## src/rtl/mem_pkg.sv

```systemverilog
// Shared memory-access definitions: access sizes, master FSM states and
// size/alignment helpers used by the bit-serial RAM master and the cache side.
package mem_pkg;

  typedef enum logic [1:0] {
    SZ_B = 2'b00,
    SZ_H = 2'b01,
    SZ_W = 2'b10,
    SZ_D = 2'b11
  } size_e;

  typedef enum logic [2:0] {
    IDLE,
    WR_SETUP,
    WR_STROBE,
    RD,
    RESP
  } state_e;

  function automatic logic [6:0] size_bits(size_e sz);
    case (sz)
      SZ_B:    return 7'd8;
      SZ_H:    return 7'd16;
      SZ_W:    return 7'd32;
      default: return 7'd64;
    endcase
  endfunction

  // Natural alignment: byte address must be a multiple of the access size in bytes.
  function automatic logic is_aligned(size_e sz, logic [2:0] addr_lo);
    case (sz)
      SZ_B:    return 1'b1;
      SZ_H:    return addr_lo[0] == 1'b0;
      SZ_W:    return addr_lo[1:0] == 2'b00;
      default: return addr_lo == 3'b000;
    endcase
  endfunction

endpackage

```

## src/rtl/ram_bit_master_if.sv

```systemverilog
// Request/response channel plus bit-addressed RAM port of the serial RAM master.
interface ram_bit_master_if #(
  parameter int MADDR_SZ = 32,
  parameter int DATA_W   = 64
);
  logic                  req_valid;
  logic                  req_ready;
  logic                  req_we;
  logic [MADDR_SZ-4:0]   req_addr;
  logic [1:0]            req_size;
  logic                  req_signed;
  logic [DATA_W-1:0]     req_wdata;
  logic                  resp_valid;
  logic [DATA_W-1:0]     resp_rdata;
  logic                  resp_err;
  logic [MADDR_SZ-1:0]   ram_addr;
  logic                  ram_datain;
  logic                  ram_we;
  logic                  ram_dataout;

  modport master (
    input  req_valid, req_we, req_addr, req_size, req_signed, req_wdata, ram_dataout,
    output req_ready, resp_valid, resp_rdata, resp_err, ram_addr, ram_datain, ram_we
  );

  modport slave (
    output req_valid, req_we, req_addr, req_size, req_signed, req_wdata, ram_dataout,
    input  req_ready, resp_valid, resp_rdata, resp_err, ram_addr, ram_datain, ram_we
  );
endinterface

```

## src/rtl/load_extend.sv

```systemverilog
// Sign/zero extension of a raw little-endian load value to 64 bits.
module load_extend
  import mem_pkg::*;
(
  input  size_e       size,
  input  logic        sign_ext,
  input  logic [63:0] raw,
  output logic [63:0] ext
);
  always_comb begin
    ext = raw;
    case (size)
      SZ_B:    ext = {{56{sign_ext & raw[7]}},  raw[7:0]};
      SZ_H:    ext = {{48{sign_ext & raw[15]}}, raw[15:0]};
      SZ_W:    ext = {{32{sign_ext & raw[31]}}, raw[31:0]};
      default: ext = raw;
    endcase
  end
endmodule

```

## src/rtl/ram_bit_master.sv

```systemverilog
// Converts byte/half/word/dword loads and stores into serial single-bit RAM
// accesses with a registered write strobe and a one-cycle response pulse.
module ram_bit_master
  import mem_pkg::*;
#(
  parameter int MADDR_SZ = 32,
  parameter int DATA_W   = 64
) (
  input logic               clk,
  input logic               rst_n,
  ram_bit_master_if.master  bus
);
  state_e                state_q, state_d;
  logic                  op_we_q, op_we_d;
  logic [MADDR_SZ-1:0]   base_q, base_d;
  size_e                 size_q, size_d;
  logic                  sign_q, sign_d;
  logic [DATA_W-1:0]     wdata_q, wdata_d;
  logic [5:0]            bit_q, bit_d;
  logic [DATA_W-1:0]     rdata_q, rdata_d;
  logic [MADDR_SZ-1:0]   ram_addr_q, ram_addr_d;
  logic                  ram_datain_q, ram_datain_d;
  logic                  ram_we_q, ram_we_d;
  logic                  resp_valid_q, resp_valid_d;
  logic                  resp_err_q, resp_err_d;
  logic [DATA_W-1:0]     resp_rdata_q, resp_rdata_d;
  logic                  req_ready_q, req_ready_d;

  logic [5:0]            last_idx;
  logic [5:0]            bit_inc;
  logic [MADDR_SZ-1:0]   next_addr;
  logic [DATA_W-1:0]     rd_raw;
  logic [DATA_W-1:0]     rd_ext;
  logic                  transfer;
  size_e                 in_size;

  assign in_size   = size_e'(bus.req_size);
  assign transfer  = bus.req_valid & req_ready_q;
  assign last_idx  = 6'(size_bits(size_q) - 7'd1);
  assign bit_inc   = bit_q + 6'd1;
  assign next_addr = base_q + MADDR_SZ'(bit_inc);
  // rdata_q is cleared on acceptance, so OR-ing in the current bit is enough.
  assign rd_raw    = rdata_q | (DATA_W'(bus.ram_dataout) << bit_q);

  load_extend u_load_extend (
    .size     (size_q),
    .sign_ext (sign_q),
    .raw      (rd_raw),
    .ext      (rd_ext)
  );

  always_comb begin
    state_d      = state_q;
    op_we_d      = op_we_q;
    base_d       = base_q;
    size_d       = size_q;
    sign_d       = sign_q;
    wdata_d      = wdata_q;
    bit_d        = bit_q;
    rdata_d      = rdata_q;
    ram_addr_d   = ram_addr_q;
    ram_datain_d = ram_datain_q;
    ram_we_d     = 1'b0;
    resp_valid_d = 1'b0;
    resp_err_d   = 1'b0;
    resp_rdata_d = '0;
    case (state_q)
      IDLE: begin
        if (transfer) begin
          op_we_d = bus.req_we;
          base_d  = {bus.req_addr, 3'b000};
          size_d  = in_size;
          sign_d  = bus.req_signed;
          wdata_d = bus.req_wdata;
          bit_d   = 6'd0;
          rdata_d = '0;
          if (!is_aligned(in_size, bus.req_addr[2:0])) begin
            state_d      = RESP;
            resp_valid_d = 1'b1;
            resp_err_d   = 1'b1;
          end else begin
            ram_addr_d   = {bus.req_addr, 3'b000};
            ram_datain_d = bus.req_we & bus.req_wdata[0];
            state_d      = bus.req_we ? WR_SETUP : RD;
          end
        end
      end
      WR_SETUP: begin
        ram_we_d = 1'b1;
        state_d  = WR_STROBE;
      end
      // Strobe drops on the same edge the address advances; the RAM only acts on the rising edge.
      WR_STROBE: begin
        if (bit_q == last_idx) begin
          state_d      = RESP;
          resp_valid_d = 1'b1;
        end else begin
          bit_d        = bit_inc;
          ram_addr_d   = next_addr;
          ram_datain_d = wdata_q[bit_inc];
          state_d      = WR_SETUP;
        end
      end
      RD: begin
        rdata_d = rd_raw;
        if (bit_q == last_idx) begin
          state_d      = RESP;
          resp_valid_d = 1'b1;
          resp_rdata_d = rd_ext;
        end else begin
          bit_d      = bit_inc;
          ram_addr_d = next_addr;
        end
      end
      RESP:    state_d = IDLE;
      default: state_d = IDLE;
    endcase
    req_ready_d = (state_d == IDLE);
  end

  always_ff @(posedge clk) begin
    if (!rst_n) begin
      state_q      <= IDLE;
      op_we_q      <= 1'b0;
      base_q       <= '0;
      size_q       <= SZ_B;
      sign_q       <= 1'b0;
      wdata_q      <= '0;
      bit_q        <= 6'd0;
      rdata_q      <= '0;
      ram_addr_q   <= '0;
      ram_datain_q <= 1'b0;
      ram_we_q     <= 1'b0;
      resp_valid_q <= 1'b0;
      resp_err_q   <= 1'b0;
      resp_rdata_q <= '0;
      req_ready_q  <= 1'b1;
    end else begin
      state_q      <= state_d;
      op_we_q      <= op_we_d;
      base_q       <= base_d;
      size_q       <= size_d;
      sign_q       <= sign_d;
      wdata_q      <= wdata_d;
      bit_q        <= bit_d;
      rdata_q      <= rdata_d;
      ram_addr_q   <= ram_addr_d;
      ram_datain_q <= ram_datain_d;
      ram_we_q     <= ram_we_d;
      resp_valid_q <= resp_valid_d;
      resp_err_q   <= resp_err_d;
      resp_rdata_q <= resp_rdata_d;
      req_ready_q  <= req_ready_d;
    end
  end

  assign bus.req_ready  = req_ready_q;
  assign bus.resp_valid = resp_valid_q;
  assign bus.resp_err   = resp_err_q;
  assign bus.resp_rdata = resp_rdata_q;
  assign bus.ram_addr   = ram_addr_q;
  assign bus.ram_datain = ram_datain_q;
  assign bus.ram_we     = ram_we_q;
endmodule
```

## src/flat_wrapper.sv

```systemverilog
// flat-port wrapper written by rule: the top's interface ports become plain ports
module ram_bit_master_flat import mem_pkg::*;
#(
  parameter int MADDR_SZ = 32,
  parameter int DATA_W   = 64
)
  (clk, rst_n, bus_req_valid, bus_req_we, bus_req_addr, bus_req_size, bus_req_signed, bus_req_wdata, bus_ram_dataout, bus_req_ready, bus_resp_valid, bus_resp_rdata, bus_resp_err, bus_ram_addr, bus_ram_datain, bus_ram_we);
  ram_bit_master_if #(.MADDR_SZ(MADDR_SZ), .DATA_W(DATA_W)) bus_i ();
  input logic clk;
  input logic rst_n;
  input wire logic [$bits(bus_i.req_valid)-1:0] bus_req_valid;
  input wire logic [$bits(bus_i.req_we)-1:0] bus_req_we;
  input wire logic [$bits(bus_i.req_addr)-1:0] bus_req_addr;
  input wire logic [$bits(bus_i.req_size)-1:0] bus_req_size;
  input wire logic [$bits(bus_i.req_signed)-1:0] bus_req_signed;
  input wire logic [$bits(bus_i.req_wdata)-1:0] bus_req_wdata;
  input wire logic [$bits(bus_i.ram_dataout)-1:0] bus_ram_dataout;
  output wire logic [$bits(bus_i.req_ready)-1:0] bus_req_ready;
  output wire logic [$bits(bus_i.resp_valid)-1:0] bus_resp_valid;
  output wire logic [$bits(bus_i.resp_rdata)-1:0] bus_resp_rdata;
  output wire logic [$bits(bus_i.resp_err)-1:0] bus_resp_err;
  output wire logic [$bits(bus_i.ram_addr)-1:0] bus_ram_addr;
  output wire logic [$bits(bus_i.ram_datain)-1:0] bus_ram_datain;
  output wire logic [$bits(bus_i.ram_we)-1:0] bus_ram_we;
  assign bus_i.req_valid = bus_req_valid;
  assign bus_i.req_we = bus_req_we;
  assign bus_i.req_addr = bus_req_addr;
  assign bus_i.req_size = bus_req_size;
  assign bus_i.req_signed = bus_req_signed;
  assign bus_i.req_wdata = bus_req_wdata;
  assign bus_i.ram_dataout = bus_ram_dataout;
  assign bus_req_ready = bus_i.req_ready;
  assign bus_resp_valid = bus_i.resp_valid;
  assign bus_resp_rdata = bus_i.resp_rdata;
  assign bus_resp_err = bus_i.resp_err;
  assign bus_ram_addr = bus_i.ram_addr;
  assign bus_ram_datain = bus_i.ram_datain;
  assign bus_ram_we = bus_i.ram_we;
  ram_bit_master #(.MADDR_SZ(MADDR_SZ), .DATA_W(DATA_W)) u_core (.clk(clk), .rst_n(rst_n), .bus(bus_i));
endmodule
```

## config.mk

```make
export PLATFORM = sky130hd
export DESIGN_NAME = ram_bit_master_flat
export DESIGN_NICKNAME = d
export VERILOG_FILES = /design/src/rtl/mem_pkg.sv /design/src/rtl/ram_bit_master_if.sv /design/src/rtl/load_extend.sv /design/src/rtl/ram_bit_master.sv /design/src/flat_wrapper.sv
export SDC_FILE = /design/constraint.sdc
export NUM_CORES = 1
export LEC_CHECK = 0
export ABC_AREA = 1
export BUFFER_PORTS_ARGS = -buffer_cell sky130_fd_sc_hd__buf_2
export CORE_UTILIZATION = 60
export DETAILED_ROUTE_END_ITERATION = 6
export PLACE_DENSITY = 0.95
export REMOVE_ABC_BUFFERS = 1
export SYNTH_ARGS = -nofsm -noshare
export SYNTH_HDL_FRONTEND = slang
export SYNTH_SLANG_ARGS = --single-unit
```

## constraint.sdc

```tcl
create_clock -name clk -period 4.85 [get_ports clk]
set_input_delay 0.485 -clock clk [delete_from_list [all_inputs] [get_ports clk]]
set_output_delay 0.485 -clock clk [all_outputs]
set_load 0.005 [all_outputs]
```

==> impl_metrics.csv <==
group,metric,value,unit
outcome,outcome,"completed",
cts,cts.hold.buffers_added,0,
cells_and_area,layout.cell_area.non_filler,13550,um^2
cts,clock-sinks,270,
min_path,timing.hold.worst.start,"bus_req_signed",
timing,drv_slew,0,
setup_path,crit-reg2reg-capture,"u_core.bus.ram_addr[29]",
die,rows,50,
die,chipHeight,141.1,um
setup_path,highest_cell_delay_on_the_worst_timing_path,520,ps
timing,final_cycle_share,0.6858,
yosys,syn-instance-count,1629,
setup_path,crit_chain,"nand3_2, xor2_1, inv_1, ha_1, fa_1, nand2_1, nand2_1, nand2_1, nor2_1, nand2_1, inv_1, nand2_1, nand2_1, nand3_1, o211ai_1, a21oi_1",
grt,largest_net_degree_at_the_start_of_global_routing,118,
power_and_ir_drop,power-per-cell-area,401.6,nW/um^2
setup_path,worst_ep_required_time,5310,ps
cts,tritoncts_clock_tree,"built",
timing,post-route-min-period,3326,ps
die,initial_utilization,0.6162,
yosys,synth_top_area_share,0.4658,
power_and_ir_drop,power.ir.vdd_worst,0.0003128,V
cells_and_area,drive_gt1_frac,0.1565,
drt,post_drt_wl_per_cell,16.10,um
drt,avgViaCountPerCell,5.647,
yosys,yosysSeqAreaShare,0.4658,
timing,hold_slack,191.3,ps
setup_path,setup.worst_path.start_class,"flop",
cts,cts.repair_timing.setup_buffer_count,0,
cells_and_area,final_net_count,1885,
drt,dr_total_vias,11620,
setup_path,timing.reg2reg.worst_path_depth,16,
cts,cts.htree.levels,1,
placed_design,post_detailed_placement_cell_area,12620,um^2
timing,worst_clock_skew,10.31,ps
grt,grt_overflow,0,
yosys,synth_top_area_cell,"dfxtp_1",
cts,ctsRootBufferMaster,"clkbuf_16",
yosys,avgSynthCellArea,7.123,um^2
timing,final-hold-violation-count,0,
yosys,synth.cell_area,11600,um^2
die,chipWidth,141.1,um
timing,grt_setup_unrepaired,"false",
setup_path,cp_slowest_cell,"dfxtp_1",
die,pin_count,202,
placed_design,numPortBuffers,201,
power_and_ir_drop,power.static_leakage,6.102,nW
cts,clk-insertion-delay-late,540,ps
setup_path,cp_common_cell,"nand2_1",
yosys,netlist-cell-type-count,38,
grt,grt_first_pass_wirelength,53.04,mm
setup_path,crit_cells,16,
placed_design,gpl.final_weighted_congestion,0.9514,
drt,drc,0,
cells_and_area,area_growth,16.79,%
setup_path,cpLargestDelayFamily,"simple AND/OR/NAND/NOR gates",
cts,cts_resized,0,
yosys,synthMostInstantiatedCell,"nand2_1",
yosys,ys_warn_count,0,
yosys,postSynthRegisterBits,270,
drt,route.antenna.remaining_nets,0,
timing,fmax,300.7,MHz
grt,antenna_found_initial,1,
setup_path,rrSetupSlack,1520,ps
cts,cts.reportedPaths.clkPinSlew,60,ps
drt,detail_route.wirelength,33.11,mm
timing,slew_headroom,0.3191,
run,drv_cap,0,
min_path,path_class_of_the_lowest_slack_min_delay_path,"in -> reg",
placed_design,place_hpwl,21.17,mm
timing,totalNegativeSetupSlack,0,ps
setup_path,reg_to_reg_critical_path_startpoint,"u_core.bit_q[2]",
die,design.die.area,19900,um^2
timing,transition_time_of_the_tightest_slew_check_pin,1021,ps
timing,setup_viol,0,
yosys,synth_common_cells,"294 x nand2_1, 270 x dfxtp_1, 251 x inv_1",
drt,detailedRoute.firstIterationViolations,1484,
grt,grtUsageTotal,0.3291,
yosys,dominantRegCellSynth,"dfxtp_1",
setup_path,critical_path_peak_fanout,9,
setup_path,crit_type,"reg -> reg",
setup_path,worstSetupEndpointType,"flop",
drt,first_pass_iters,7,
setup_path,worstPathBufferInverterCount,2,
yosys,synth.top_cells.by_area,"dfxtp_1 47%, nand2_1 9.5%, o21ai_0 8.7%",
min_path,hold-path-endpoint,"u_core.sign_q",
cts,cts_inserted_buffers,27,
grt,vias_in_the_first_global_route,10930,
min_path,min_path_cells,3,
yosys,post_synth_arst_share,0,
yosys,post_synth_edffs,0,
die,floorplan.core_area,18830,um^2
cts,largest_buffer_count_on_any_clock_path,3,
setup_path,crit_arrival,3790,ps
## placed cells by master, fill, tap and decap left out, types with 4 or more instances in the layout
cell       netlist  final
nor2_2           5      5
o21ai_1         24     24
o21ai_0        202    202
clkinv_2         0      4
buf_2           11    201
o211ai_1        16     16
nand2_2          4      4
bufinv_16        0      4
dfxtp_1        270    270
xor2_1           9      9
ha_1             4      4
nand2_1        294    294
nand3_1        103    103
a22oi_1          4      4
nand4_1          7      7
buf_4            1     11
nor3_1          18     18
clkbuf_8         0      6
o21bai_1        11     11
nor2_1         102    102
a31oi_1         12     12
inv_2            8      7
a21oi_1        154    154
inv_1          251    251
clkbuf_16        0     27
o22ai_1         25     25
## power by group
part | internal (mW) | switching, mW
Sequential | 2.40 | 0.106
Combinational | 0.232 | 0.516
Clock | 1.32 | 0.867
Total | 3.95 | 1.49
## through the flow
step	setup WS, ps	power (mW)	util	std cells
after floorplan	773.9	2.988	-	1538
after global placement	1715	3.248	0.6704	2010
after detailed placement	1567	3.278	0.6704	2010
after CTS	1537	5.423	0.7195	2056
after global routing	1256	5.634	0.7197	2057
final	1524	5.442	0.7197	2057
## tightest hold or removal path, cell delays in order
cell	delay, ps
buf_2	80
nor2_1	40
nor2_1	80
## state kept, by name, summed over array words and instances (netlist names), 2 cells and up
name	cells
u_core.wdata_q	64
u_core.bit_q	6
u_core.size_q	2
u_core.bus.resp_rdata	64
u_core.base_q	29
u_core.bus.ram_addr	32
u_core.state_q	3
u_core.rdata_q	64
## metal layers
metal  global-route usage  routed length, um  vias up
met5                    0                  0        -
met4               0.1510               1333        0
met3              0.05503               3169      136
met2               0.5466              15250      715
met1               0.4191              13360     5212
li1                     -                  -     5553
## cell families after synthesis
kind of cell | after synthesis | share of synthesized area
AND/OR/NAND/NOR | 541 | 0.1955
AO/OA/AOI/OAI | 453 | 0.2076
buffers and inverters | 351 | 0.1183
flip-flops | 270 | 0.4658
XOR/XNOR | 9 | 0.006794
adder cells (fa/ha/maj) | 5 | 0.006039
## how the worst max path moves through the flow
stage,from,to,slack (ps)
2_1_floorplan,u_core.state_q[1],u_core.bus.resp_rdata[10],770
3_3_place_gp,u_core.bit_q[2],u_core.bus.ram_addr[29],1720
3_5_place_dp,u_core.bit_q[2],u_core.bus.ram_addr[29],1570
4_1_cts,u_core.bit_q[2],u_core.bus.ram_addr[29],1540
5_1_grt,u_core.bit_q[4],u_core.bus.ram_addr[20],1260
6_report,u_core.bit_q[2],u_core.bus.ram_addr[29],1520
## cell type report
type                       count  area, um^2
sequential                   270        5405
fill                        1387        5279
multi-input combinational   1008        4826
timing repair buffer         212        1089
inverter                     260       978.4
clock buffer                  36       769.5
tap                          260       325.3
clock inverter                10       156.4
antenna                        1       2.502
Power figures use the tool's default switching activity.
